## src/rtl/bsg_clk_gen_tag_driver.sv

```systemverilog
// Serial bsg_tag transmitter: sends start bit, node id, data/reset flag, length and
// payload LSB first, one bit per clk_i cycle, followed by gap_p idle zeros.
module bsg_clk_gen_tag_driver #(
  parameter int tag_els_p      = 1024,
  parameter int tag_lg_width_p = 4,
  parameter int gap_p          = 2,
  localparam int id_w          = (tag_els_p > 1) ? $clog2(tag_els_p) : 1,
  localparam int max_w         = (1 << tag_lg_width_p) - 1
) (
  input  logic                      clk_i,
  input  logic                      reset_i,
  input  logic                      v_i,
  output logic                      ready_and_o,
  input  logic [id_w-1:0]           node_id_i,
  input  logic                      data_not_reset_i,
  input  logic [tag_lg_width_p-1:0] len_i,
  input  logic [max_w-1:0]          payload_i,
  output logic                      tag_data_o,
  output logic                      busy_o
);

  localparam int cnt_max_a  = (id_w > tag_lg_width_p) ? id_w : tag_lg_width_p;
  localparam int cnt_max_b  = (max_w > gap_p) ? max_w : gap_p;
  localparam int cnt_max    = (cnt_max_a > cnt_max_b) ? cnt_max_a : cnt_max_b;
  localparam int cnt_w      = (cnt_max + 1 > 1) ? $clog2(cnt_max + 1) : 1;
  localparam int gap_last_i = (gap_p > 0) ? gap_p - 1 : 0;

  localparam logic [cnt_w-1:0] id_last_c  = cnt_w'(id_w - 1);
  localparam logic [cnt_w-1:0] len_last_c = cnt_w'(tag_lg_width_p - 1);
  localparam logic [cnt_w-1:0] gap_last_c = cnt_w'(gap_last_i);

  typedef enum logic [2:0] {
    IDLE    = 3'd0,
    START   = 3'd1,
    ID      = 3'd2,
    DNR     = 3'd3,
    LEN     = 3'd4,
    PAYLOAD = 3'd5,
    GAP     = 3'd6
  } state_e;

  // With no gap configured the frame ends straight back in IDLE
  localparam state_e tail_c = (gap_p > 0) ? GAP : IDLE;

  state_e                      state_r;
  logic [cnt_w-1:0]            cnt_r;
  logic [id_w-1:0]             id_r;
  logic                        dnr_r;
  logic [tag_lg_width_p-1:0]   len_r;
  logic [max_w-1:0]            payload_r;
  logic                        tag_r;

  logic [cnt_w-1:0]            cnt_nxt_s;
  logic                        id_bit_s;
  logic                        len_bit_s;
  logic                        pl_bit_s;
  logic                        pl_last_s;

  assign ready_and_o = (state_r == IDLE) & ~reset_i;
  assign busy_o      = (state_r != IDLE);
  assign tag_data_o  = tag_r;

  // Select the bit that follows the current one within each shadowed field
  always_comb begin
    cnt_nxt_s = cnt_r + cnt_w'(1'b1);
    id_bit_s  = 1'(id_r >> cnt_nxt_s);
    len_bit_s = 1'(len_r >> cnt_nxt_s);
    pl_bit_s  = 1'(payload_r >> cnt_nxt_s);
    pl_last_s = (cnt_r == (cnt_w'(len_r) - cnt_w'(1'b1)));
  end

  // Frame sequencer; tag_r is loaded with the bit belonging to the state being entered
  always_ff @(posedge clk_i) begin
    if (reset_i) begin
      state_r   <= IDLE;
      cnt_r     <= {cnt_w{1'b0}};
      id_r      <= {id_w{1'b0}};
      dnr_r     <= 1'b0;
      len_r     <= {tag_lg_width_p{1'b0}};
      payload_r <= {max_w{1'b0}};
      tag_r     <= 1'b0;
    end else begin
      case (state_r)
        IDLE: begin
          cnt_r <= {cnt_w{1'b0}};
          if (v_i) begin
            id_r      <= node_id_i;
            dnr_r     <= data_not_reset_i;
            len_r     <= len_i;
            payload_r <= payload_i;
            state_r   <= START;
            tag_r     <= 1'b1;
          end else begin
            state_r   <= IDLE;
            tag_r     <= 1'b0;
          end
        end
        START: begin
          state_r <= ID;
          cnt_r   <= {cnt_w{1'b0}};
          tag_r   <= id_r[0];
        end
        ID: begin
          if (cnt_r == id_last_c) begin
            state_r <= DNR;
            cnt_r   <= {cnt_w{1'b0}};
            tag_r   <= dnr_r;
          end else begin
            cnt_r   <= cnt_nxt_s;
            tag_r   <= id_bit_s;
          end
        end
        DNR: begin
          state_r <= LEN;
          cnt_r   <= {cnt_w{1'b0}};
          tag_r   <= len_r[0];
        end
        LEN: begin
          if (cnt_r == len_last_c) begin
            cnt_r <= {cnt_w{1'b0}};
            if (len_r != {tag_lg_width_p{1'b0}}) begin
              state_r <= PAYLOAD;
              tag_r   <= payload_r[0];
            end else begin
              state_r <= tail_c;
              tag_r   <= 1'b0;
            end
          end else begin
            cnt_r <= cnt_nxt_s;
            tag_r <= len_bit_s;
          end
        end
        PAYLOAD: begin
          if (pl_last_s) begin
            state_r <= tail_c;
            cnt_r   <= {cnt_w{1'b0}};
            tag_r   <= 1'b0;
          end else begin
            cnt_r   <= cnt_nxt_s;
            tag_r   <= pl_bit_s;
          end
        end
        GAP: begin
          tag_r <= 1'b0;
          if (cnt_r == gap_last_c) begin
            state_r <= IDLE;
            cnt_r   <= {cnt_w{1'b0}};
          end else begin
            cnt_r   <= cnt_nxt_s;
          end
        end
        default: begin
          state_r <= IDLE;
          cnt_r   <= {cnt_w{1'b0}};
          tag_r   <= 1'b0;
        end
      endcase
    end
  end

endmodule

```

## config.mk

```make
export PLATFORM = sky130hd
export DESIGN_NAME = bsg_clk_gen_tag_driver
export DESIGN_NICKNAME = d
export VERILOG_FILES = /design/src/rtl/bsg_clk_gen_tag_driver.sv
export SDC_FILE = /design/constraint.sdc
export NUM_CORES = 1
export LEC_CHECK = 0
export BUFFER_PORTS_ARGS = -buffer_cell sky130_fd_sc_hd__buf_2
export CORE_MARGIN = 2
export CORE_UTILIZATION = 55
export CTS_CLUSTER_DIAMETER = 60
export DETAILED_ROUTE_END_ITERATION = 16
export PLACE_DENSITY = 0.79
export SYNTH_ARGS = -nofsm -noshare
export SYNTH_HDL_FRONTEND = slang
export SYNTH_SLANG_ARGS = --single-unit
```

## constraint.sdc

```tcl
create_clock -name clk_i -period 4.4 [get_ports clk_i]
set_input_delay 0 -clock clk_i [delete_from_list [all_inputs] [get_ports clk_i]]
set_output_delay 0 -clock clk_i [all_outputs]
set_load 0.01 [all_outputs]
```

==> results.rst, run 1 <==
.. list-table::
   :header-rows: 1

   * - Metric
     - Value
   * - Number of global-route vias before repair
     - roughly 1,700
   * - H-tree depth
     - 2
   * - Yosys warns
     - 0
   * - Die extent in y
     - about 63 µm
   * - Maximum clock rate
     - slightly below 400 MHz
   * - Number of synthesized register bits
     - 38
   * - Crit-path max FO
     - 13
   * - Max Cap Violations
     - 0
   * - Die X-Extent
     - approximately 63 µm
   * - Antenna violations before repair
     - 0
   * - Critical Path Sink Type
     - flip-flop
   * - Total standard cell area after synthesis
     - 1890 µm²
   * - Number of nets in the synthesized netlist
     - about 270
   * - Clock slew at reported path FFs
     - ~0.12 ns
   * - Max IR drop VDD
     - a little under 0.0003 V
   * - Overall die area
     - ~3900 µm²
   * - Initial DRT Pass Iterations
     - 4
   * - Net total in the final layout
     - between 300 and 400
   * - Final Instance Count excl. Fillers
     - between 300 and 400
   * - Initial DRC Count
     - around 140
   * - Wire length reported by the detailed router
     - 4740 µm
   * - First-pass GRT wire length
     - 7940 µm
   * - Placed Cells
     - 293
   * - Final count of pins violating max slew
     - 0
   * - Multi-input gate area in the final layout
     - around 1000 µm²
   * - # port buffers
     - 35
   * - Launching element type of the critical path
     - flip-flop
   * - Post-DR wirelength/cell
     - between 10 and 15 µm
   * - Data arrival time of the critical path
     - around 2.8 ns
   * - Routability-driven placement congestion ratio
     - just under 0.9
   * - Slew @ Worst Pin
     - just under 1 ns
   * - Layout Skew
     - slightly above 0.007 ns
   * - Number of remaining DRC errors
     - 0
   * - Type of the setup path with the least slack
     - reg -> reg
   * - Detailed placement HPWL
     - approximately 2600 µm
   * - Share of the clock period used by the worst path
     - ~58%
   * - Post-Route Setup TNS
     - 0 ns
   * - Post-CTS sizing
     - 0
   * - Leakage
     - approximately 1 nW
   * - Total Routing Usage GR
     - approximately 26%
   * - Setup repair after global routing missed its margin
     - false
   * - Headroom to the max-slew limit
     - about 34%
   * - Antenna cell count
     - 0
   * - Fill count
     - ~250
   * - P per Cell Area
     - between 300 and 400 nW/µm²
   * - Clock tree from TritonCTS
     - yes
   * - Hold Crit Class
     - in -> reg
   * - Met2 usage
     - 47.0%
   * - Via Count
     - 1,811
   * - Clock net sink count
     - 38
   * - Utilization after layout
     - approximately 73%
   * - CTS buffer count
     - 5
   * - Synthesized area per cell
     - 8.24 µm²
   * - R2R Setup Slk
     - between 1.5 and 2 ns
   * - Cells after Synth
     - 229
   * - Pin count of the biggest net entering global routing
     - 35
   * - GRT Max-Usage Layer
     - met2
   * - Critical Path RT
     - approximately 4.7 ns
   * - Vias per cell
     - approximately 5.5
   * - Register area share after synthesis
     - 40.3%
   * - Cell at the root of the clock tree
     - clkbuf_4
   * - Antenna Nets Post-Route
     - 0
   * - Yosys cell types
     - 32
   * - Layout-stage area growth over the synthesis result
     - 27.8%
   * - Global routing met3 resource utilization
     - 5.41%
   * - Final-layout worst hold slack
     - 0.140 ns
   * - Fraction of final layout cells with drive strength greater than 1
     - between 10% and 20%
   * - GR Layer Usage met1
     - about 29%
   * - Core Box Area
     - between 3000 and 4000 µm²
   * - Endpoints failing hold
     - 0
   * - Maximum clock insertion buffer count
     - 2
   * - Cell row count
     - 21
   * - Number of top-level pins
     - 36
   * - Sequential cell area
     - 761 µm²
   * - Setup-violating endpoint count in the final report
     - 0
   * - Source-to-sink clock delay at the later pin of the worst-skew pair
     - 0.35 ns
   * - Result of the run
     - complete, no violations
   * - Crit path time final
     - 2.55 ns
   * - Global route overflow
     - 0
   * - Initial cell density of the core
     - 57.0%
[worst max-delay path, cell delays in order (launching register included)]
cell and delay (ns):
dfxtp_1 0.73, ha_1 0.46, mux2i_1 0.28, mux2i_1 0.11, mux4_2 0.52, a211oi_2 0.24, o22ai_1 0.10
[cells by family (layout without fill, tap and decap cells)]
logic type | after synthesis | in the layout | share of synthesized area, %
AO/OA/AOI/OAI | 47 | 47 | 14.3
XOR/XNOR | 10 | 10 | 4.64
adder cells (fa/ha/maj) | 3 | 3 | 1.99
buffers and inverters | 24 | 80 | 5.24
flip-flops | 38 | 38 | 40.3
multiplexers | 12 | 12 | 12.3
AND/OR/NAND/NOR | 95 | 95 | 21.3
[cell usage after synthesis (all sizes together)]
master,n,area (µm²)
nand2,70,263
dfxtp,38,761
a21oi,34,170
clkbuf,15,56.3
nor2,9,33.8
inv,7,26.3
mux4,7,180
xnor2,6,52.6
mux2i,4,40.0
nor3,4,20.0
o21ai,4,20.0
xor2,4,35.0
ha,3,37.5
nand3,3,15.0
nor3b,3,22.5
buf,2,16.3
o311a,2,20.0
o31ai,2,15.0
a211oi,1,12.5
a22oi,1,7.51
a311oi,1,8.76
and2,1,6.26
and3,1,7.51
mux2,1,11.3
nand3b,1,7.51
nand4bb,1,11.3
nor2b,1,6.26
o221ai,1,8.76
o22ai,1,6.26
or3b,1,8.76
[cell type report]
class	instances	area share (%)
clock buffers	6	2.13
well taps	46	2.39
repair buffers	65	19.7
inverters	7	1.09
multi-input cells	167	42.6
clock inverters	2	0.519
flip-flops and latches	38	31.6
[layout by cell type (no fill, tap or decap), types with 2 or more instances in the layout]
cell type,netlist,routed
xnor2_1,6,6
nand3_1,3,3
inv_1,7,7
o21ai_0,4,4
nor3_1,4,4
nor2_1,9,9
clkbuf_4,0,5
ha_1,3,3
mux2i_1,4,4
mux4_1,6,6
o311a_1,2,2
dlygate4sd3_1,0,30
dfxtp_1,38,38
o31ai_1,2,2
a21oi_1,34,34
buf_2,1,35
nor3b_1,3,3
nand2_1,70,70
xor2_1,4,4
[where the power goes]
part           leakage [nW]  internal [mW]  switching (mW)  total (mW)
Combinational         0.663          0.121           0.138       0.259
Clock                0.0343         0.0768           0.118       0.194
Sequential            0.311          0.388          0.0469       0.435
Total                  1.01          0.585           0.303       0.888
[worst paths after layout]
path                 from            to  depth (start not counted)
max              cnt_r[0]    tag_data_o                          6
min                   v_i    state_r[0]                          5
max reg2reg      cnt_r[0]    tag_data_o                          6
min reg2reg  payload_r[5]  payload_r[5]                          2
[per-layer routing]
| metal | vias up | routed length, µm |
|---|---|---|
| met1 | 865 | 1900 |
| met4 | 0 | 90 |
| met3 | 9 | 181 |
| li1 | 889 | - |
| met2 | 48 | 2570 |
| met5 | - | 0 |
[per-stage QoR]
stage,instance area (µm²),setup slack [ns],power (mW)
CTS,2410,1.91,0.881
detailed placement,2050,1.93,0.673
floorplan,1890,2.24,0.616
global route,2410,1.75,0.940
global placement,2050,2.05,0.666
finish,2410,1.85,0.888
[repair_timing]
action | CTS | global route
setup buffers | 0 | 0
hold endpoints to repair | 30 | 0
hold buffers | 30 | 0
[sequential cells by signal, summed over array words and instances (netlist names)]
signal      count
dnr_r           1
payload_r      15
len_r           4
id_r           10
cnt_r           4
tag_data_o      1
state_r         3
Power figures use the tool's default switching activity.
==> run 2, diff against run 1 <==
ABC_AREA = 1   (was not set)
CORE_UTILIZATION = 50   (was 55)
PLACE_DENSITY = 0.76   (was 0.79)
clock period = 2.3 ns   (was 4.4 ns; I/O delays follow)
==> run 2 against run 1 <==
Compared with the run above: the flow now finishes with violations (hold timing); highest routed layer unchanged; critical path type unchanged; routed wire length increased by 2.1%; clock skew up 0.0010 ns; non-clock buffer count decreased by 6; first-iteration DRC count is 14% lower; critical endpoint unchanged; largest cell class unchanged; total power increased to 3.2 times the previous value; die area up 15%.
==> results.rst, run 2 <==
.. list-table::
   :header-rows: 1

   * - Metric
     - Value
   * - Top cell type's share of synthesized area
     - between 30% and 40%
   * - Share of flip-flops with an asynchronous set or reset
     - 0%
   * - Hold Crit Class
     - in -> reg
   * - Most used cells in the layout excluding fill and tap cells
     - nand2_1 (88), dfxtp_1 (38), buf_2 (35)
   * - # port buffers
     - 35
   * - Global route overflow
     - 0
   * - Cell types with the largest area share after synthesis
     - dfxtp_1 (38%), nand2_1 (17%), nand3_1 (8.6%), a21oi_1 (8.3%), inv_1 (5.9%)
   * - Placed inst area
     - between 2000 and 2500 µm²
   * - Via Count
     - between 1,500 and 2,000
   * - CTS buffer count
     - 5
   * - Violations in the final reports
     - hold timing
   * - Reg-to-reg critical path startpoint
     - cnt_r[1]
   * - Data arrival time of the critical path
     - 2.10 ns
   * - Max Cap Violations
     - 0
   * - Number of synthesized register bits
     - 38
   * - Cell Chain, Critical Path
     - inv_1 -> ha_1 -> inv_1 -> nand3_1 -> nand2_1 -> nand3_1 -> nand2_1 -> a21oi_1 -> nand3_1 -> nand2_1 -> inv_1
   * - Type of the setup path with the least slack
     - reg -> reg
   * - Synth Area in Compound Gates
     - between 15 and 20%
   * - Largest stage delay on the critical path
     - between 0.4 and 0.5 ns
   * - Main combinational cell family by area after synthesis
     - simple AND/OR/NAND/NOR gates
   * - Slew @ Worst Pin
     - roughly 0.44 ns
   * - Wire length reported by the detailed router
     - approximately 4800 µm
   * - Maximum clock rate
     - 522 MHz
   * - Clock slew at reported path FFs
     - ~0.070 ns
   * - Routability-driven placement congestion ratio
     - between 0.9 and 1
   * - Number of global-route vias before repair
     - 1,840
   * - Vias per cell
     - 4.98
   * - Endpoints failing hold
     - 2
   * - Number of buffers inserted for hold repair after clock tree synthesis
     - 19
   * - Post-layout worst setup margin
     - approximately 0.38 ns
   * - Number of nets in the synthesized netlist
     - 333
   * - Biggest registers after layout
     - payload_r x15, id_r x10
   * - Layout-stage area growth over the synthesis result
     - 26.6%
   * - Fraction of final layout cells with drive strength greater than 1
     - 18.8%
   * - Source-to-sink clock delay at the later pin of the worst-skew pair
     - between 0.2 and 0.3 ns
   * - Total design power
     - 2.85 mW
   * - Core Box Area
     - around 3700 µm²
   * - Die X-Extent
     - approximately 67 µm
   * - Cell at the root of the clock tree
     - clkbuf_8
   * - Post-CTS Repair Setup Buffers
     - 0
   * - Net total in the final layout
     - around 390
   * - Yosys cell types
     - 30
   * - Setup repair after global routing missed its margin
     - false
   * - Setup-violating endpoint count in the final report
     - 0
   * - Primary flip-flop cell chosen by synthesis mapping
     - dfxtp_1
   * - Final Instance Count excl. Fillers
     - 399
   * - Cells after Synth
     - about 300
   * - P per Cell Area
     - about 1100 nW/µm²
   * - Initial DRT Pass Iterations
     - 4
   * - Leading cell type in the layout, fill and taps excluded
     - nand2_1
   * - Cell row count
     - 22
   * - Library cell with the largest summed area after synthesis
     - dfxtp_1
   * - Maximum clock insertion buffer count
     - 2
   * - Post-Synth Simple-Gate Area
     - roughly 32%
   * - Post-Route Setup TNS
     - 0 ns
   * - Start point of the critical path
     - cnt_r[1]
   * - Worst path top cell family by delay
     - simple AND/OR/NAND/NOR gates
   * - Number of top-level pins
     - 36
   * - Leakage
     - approximately 1.2 nW
   * - Hold Startpoint
     - node_id_i[7]
   * - Antenna cell count
     - 0
   * - Detailed placement HPWL
     - roughly 3300 µm
   * - Result of the run
     - finished with violations
   * - Crit-path max FO
     - 10
   * - Number of flip-flops under the largest register name
     - 15
   * - Multiplexer area fraction after synthesis
     - 0%
   * - Biggest register
     - payload_r
   * - Antenna Nets Post-Route
     - 0
   * - Xor/xnor share of the synthesized area
     - around 1.3%
   * - Crit path buffers/inverters
     - 3
   * - Synthesized area per cell
     - roughly 6.7 µm²
   * - Utilization after layout
     - about 67%
   * - Final standard cell area without fillers
     - 2510 µm²
   * - Pin count of the biggest net entering global routing
     - 23
   * - Die extent in y
     - about 67 µm
   * - Dominant cell by count in the synthesized netlist
     - nand2_1
   * - Total Routing Usage GR
     - a little under a quarter
   * - Clock tree from TritonCTS
     - yes
   * - Final-layout worst hold slack
     - -0.00270 ns
   * - Critical Path Sink Type
     - flip-flop
   * - Number of remaining DRC errors
     - 0
   * - Overall die area
     - between 4000 and 5000 µm²
   * - Initial DRC Count
     - 121
   * - Crit path time final
     - approximately 1.9 ns
   * - Adder-cell share of the synthesized area
     - about 1.9%
   * - Headroom to the max-slew limit
     - roughly 71%
   * - Max IR drop VDD
     - between 0.0005 and 0.0006 V
   * - H-tree depth
     - 2
   * - Post-DR wirelength/cell
     - 12.1 µm
   * - Layout Skew
     - 0.00826 ns
   * - Post-CTS sizing
     - 0
   * - Final count of pins violating max slew
     - 0
   * - Initial cell density of the core
     - ~53%
   * - First-pass GRT wire length
     - 7960 µm
   * - Total standard cell area after synthesis
     - just under 2000 µm²
   * - Clock net sink count
     - 38
   * - Slowest CP cell
     - ha_1
   * - Register area share after synthesis
     - a little under two fifths
   * - Post-Place Worst Slack
     - between 0.4 and 0.5 ns
   * - Launching element type of the critical path
     - flip-flop
   * - Antenna violations before repair
     - 0
   * - Yosys warns
     - 0
   * - Number of synthesized flops with an enable pin
     - 0
   * - Critical Path RT
     - between 2 and 2.5 ns
   * - Synth cell count leaders
     - nand2_1 (88), dfxtp_1 (38), nand3_1 (34)
   * - Share of the clock period used by the worst path
     - 83.3%
   * - Placed Cells
     - 372
run 2: cell count changes in the layout (fill, tap and decap cells not counted), moves of 5 or more:
| cell | before | now |
|---|---|---|
| nand3_1 | 3 | 34 |
| buf_4 | 0 | 5 |
| o21ai_0 | 4 | 15 |
| nand2_2 | 0 | 5 |
| nand2_1 | 70 | 88 |
| xnor2_1 | 6 | 0 |
| clkbuf_8 | 1 | 6 |
| inv_1 | 7 | 31 |
| mux4_1 | 6 | 0 |
| clkbuf_4 | 5 | 0 |
| inv_2 | 0 | 5 |
| dlygate4sd3_1 | 30 | 19 |
run 2: logic make-up (layout without fill, tap and decap cells):
group / Yosys count / in the layout
AND/OR/NAND/NOR: 146 / 146
XOR/XNOR: 2 / 2
adder cells (fa/ha/maj): 3 / 3
buffers and inverters: 49 / 103
flip-flops: 38 / 38
AO/OA/AOI/OAI: 59 / 59
run 2: path summary, 6_finish.rpt:
path | cells after the start | slack (ns) | to
hold / removal | 3 | -0.003 | id_r[7]
setup reg to reg | 11 | 0.38 | tag_data_o
setup / recovery | 11 | 0.38 | tag_data_o
hold reg to reg | 2 | 0.46 | id_r[1]
run 2: power breakdown:
group          leakage [nW]  switching, mW  internal (mW)
clock network        0.0714          0.234          0.463
logic                 0.781          0.767          0.448
registers             0.312          0.107          0.830
total                  1.16           1.11           1.74
run 2: tightest hold or removal path, cell delays in order:
cell and delay, ns:
buf_2 0.07, o21ai_0 0.07, a21oi_1 0.11
run 2: layout make-up:
cell class                      instances  area [µm²]
Clock buffer                            6        82.6
Clock inverter                          2        60.1
Fill cell                             344        1230
Inverter                               36         135
Multi-Input combinational cell        210        1010
Sequential cell                        38         761
Tap cell                               48        60.1
Timing Repair Buffer                   59         403
run 2: per-layer routing:
layer | routed length, µm | part of all wire [%] | global-route usage [%]
met1 | 2210 | 46 | 28.2
met5 | 0 | 0 | 0
met4 | 87 | 1.8 | 8.16
met3 | 218 | 4.5 | 3.72
met2 | 2320 | 48 | 40.3
==> run 3, diff against run 2 <==
clock period = 1.6 ns   (was 2.3 ns; I/O delays follow)
==> run 3 against run 2 <==
Compared with the run above: the flow now finishes without violations; maximum frequency grew 21%; via count grew 8.9%; clock power grew 43%; cell count grew 6.0%; routed wire length grew 17%; die area is the same; count of clock-buffer cells in the layout shrank 1; critical path type unchanged; largest power group unchanged; highest routed layer unchanged.
==> results.rst, run 3 (synthesis gave the netlist of run 2 again) <==
.. list-table::
   :header-rows: 1

   * - Metric
     - Value
   * - Final Instance Count excl. Fillers
     - between 400 and 500
   * - Antenna Nets Post-Route
     - 0
   * - Post-Place Worst Slack
     - -0.0307 ns
   * - Biggest register
     - payload_r
   * - Antenna violations before repair
     - 0
   * - Critical Path RT
     - between 1.5 and 2 ns
   * - Destination of the worst register-to-register timing path
     - tag_data_o
   * - Initial cell density of the core
     - between 50% and 60%
   * - Detailed placement HPWL
     - about 3400 µm
   * - Clock net sink count
     - 38
   * - Data arrival time of the critical path
     - 1.83 ns
   * - Critical Path Sink Type
     - flip-flop
   * - Number of remaining DRC errors
     - 0
   * - Fraction of final layout cells with drive strength greater than 1
     - 27.3%
   * - Placed inst area
     - approximately 2300 µm²
   * - H-tree depth
     - 2
   * - Post-DR wirelength/cell
     - around 13 µm
   * - Launching element type of the critical path
     - flip-flop
   * - CTS buffer count
     - 5
   * - Initial DRT Pass Iterations
     - 4
   * - Total Routing Usage GR
     - 24.9%
   * - Die extent in y
     - ~67 µm
   * - Reg-to-reg critical path startpoint
     - cnt_r[0]
   * - First-pass GRT wire length
     - about 8400 µm
   * - Source-to-sink clock delay at the later pin of the worst-skew pair
     - around 0.3 ns
   * - Clock slew at reported path FFs
     - 0.09 ns
   * - Core Box Area
     - ~3700 µm²
   * - Overall die area
     - 4490 µm²
   * - Start point of the critical path
     - cnt_r[0]
   * - # port buffers
     - 35
   * - Path depth of the worst reg2reg path
     - 11
   * - Number of global-route vias before repair
     - between 1,500 and 2,000
   * - Result of the run
     - complete, no violations
   * - Max Cap Violations
     - 0
   * - Number of flip-flops under the largest register name
     - 15
   * - Number of top-level pins
     - 36
   * - Global route overflow
     - 0
   * - Post-layout worst setup margin
     - ~0.018 ns
   * - P per Cell Area
     - about 1600 nW/µm²
   * - Leading cell type in the layout, fill and taps excluded
     - nand2_1
   * - Via Count
     - between 2,000 and 2,500
   * - Leakage
     - roughly 1.3 nW
   * - Net total in the final layout
     - 409
   * - Hold Crit Class
     - in -> reg
   * - Most used cells in the layout excluding fill and tap cells
     - nand2_1 (87), buf_2 (35), dfxtp_1 (33)
   * - Final-layout worst hold slack
     - around 0.0011 ns
   * - Setup-violating endpoint count in the final report
     - 0
   * - Maximum clock insertion buffer count
     - 2
   * - Die X-Extent
     - around 67 µm
   * - Endpoints failing hold
     - 0
   * - Crit-path max FO
     - 8
   * - Pin count of the biggest net entering global routing
     - 22
   * - Layout Skew
     - between 0.01 and 0.015 ns
   * - Final count of pins violating max slew
     - 0
   * - R2R Setup Slk
     - between 0.015 and 0.02 ns
   * - Clock tree from TritonCTS
     - yes
   * - Max IR drop VDD
     - 0.00105 V
   * - Layout-stage area growth over the synthesis result
     - 43.3%
   * - Slew @ Worst Pin
     - between 0.4 and 0.5 ns
   * - Cell row count
     - 22
   * - Final standard cell area without fillers
     - approximately 2800 µm²
   * - Initial DRC Count
     - 138
   * - Fill count
     - between 200 and 300
   * - Crit path time final
     - 1.58 ns
   * - Share of the clock period used by the worst path
     - 98.8%
   * - Maximum clock rate
     - 632 MHz
   * - Vias per cell
     - between 5 and 6
   * - Biggest registers after layout
     - payload_r x15, id_r x10
   * - Headroom to the max-slew limit
     - just under 70%
   * - Cell at the root of the clock tree
     - clkbuf_8
   * - Setup repair after global routing missed its margin
     - true
   * - Routability-driven placement congestion ratio
     - roughly 0.95
   * - Type of the setup path with the least slack
     - reg -> reg
   * - Utilization after layout
     - between 70 and 80%
   * - Placed Cells
     - between 300 and 400
   * - Wire length reported by the detailed router
     - roughly 5700 µm
   * - End point of the critical path
     - tag_data_o
==> run 3: where the power goes <==
group / internal, mW / switching (mW)
registers: 1.20 / 0.173
clock network: 0.625 / 0.370
logic: 0.950 / 1.28
total: 2.78 / 1.83
==> run 3: layer usage <==
layer  share of wire [%]  track usage, %  up-vias  wire [µm]
met1                  44            31.4      978       2500
met3                 4.5            3.72       14        253
met5                   0               0        -          0
met2                  50            42.5       61       2820
met4                 1.8            9.44        0        103
li1                    -               -     1110          -
==> run 3: area by class of cell <==
type / instances / area (µm²) / area share, %
Antenna cell: 1 / 2.50 / 0.0880
Clock buffer: 5 / 68.8 / 2.42
Clock inverter: 3 / 68.8 / 2.42
Inverter: 36 / 138 / 4.84
Multi-Input combinational cell: 210 / 1100 / 38.6
Sequential cell: 38 / 769 / 27.0
Tap cell: 48 / 60.1 / 2.11
Timing Repair Buffer: 82 / 641 / 22.5
==> run 3: worst min path at each step <==
stage | from | to | slack (ns) | cells past startpoint
floorplan | data_not_reset_i | dnr_r | 0.14 | 2
global placement | payload_i[10] | payload_r[10] | 0.25 | 3
detailed placement | data_not_reset_i | dnr_r | 0.25 | 3
CTS | payload_i[14] | payload_r[14] | 0.0008 | 3
global route | payload_i[14] | payload_r[14] | 0.01 | 3
finish | node_id_i[1] | id_r[1] | 0.001 | 3
==> run 3: critical path, stage by stage (launching register included) <==
cell	delay [ns]
dfxtp_4	0.39
buf_12	0.14
buf_4	0.16
o21ai_0	0.30
nand3_2	0.12
nor2_2	0.11
nor2_1	0.05
nand2_1	0.05
nand2_1	0.05
nand3_1	0.06
nand2_1	0.05
inv_1	0.06
==> run 3: metrics by stage <==
stage / total power, mW / setup TNS [ns]
2_1_floorplan: 2.67 / 0
5_1_grt: 4.91 / -0.232
6_report: 4.61 / 0
3_3_place_gp: 3.14 / -0.0348
4_1_cts: 4.21 / 0
3_5_place_dp: 3.16 / -0.0307
==> run 3: repair_timing <==
action | in CTS | in global routing
setup endpoints to repair | 1 | 8
buffers inserted | 1 | 4
hold buffers | 27 | 0
pin swaps | 1 | 11
resized for setup | 2 | 30
cloned | 0 | 1
hold endpoints to repair | 27 | 0
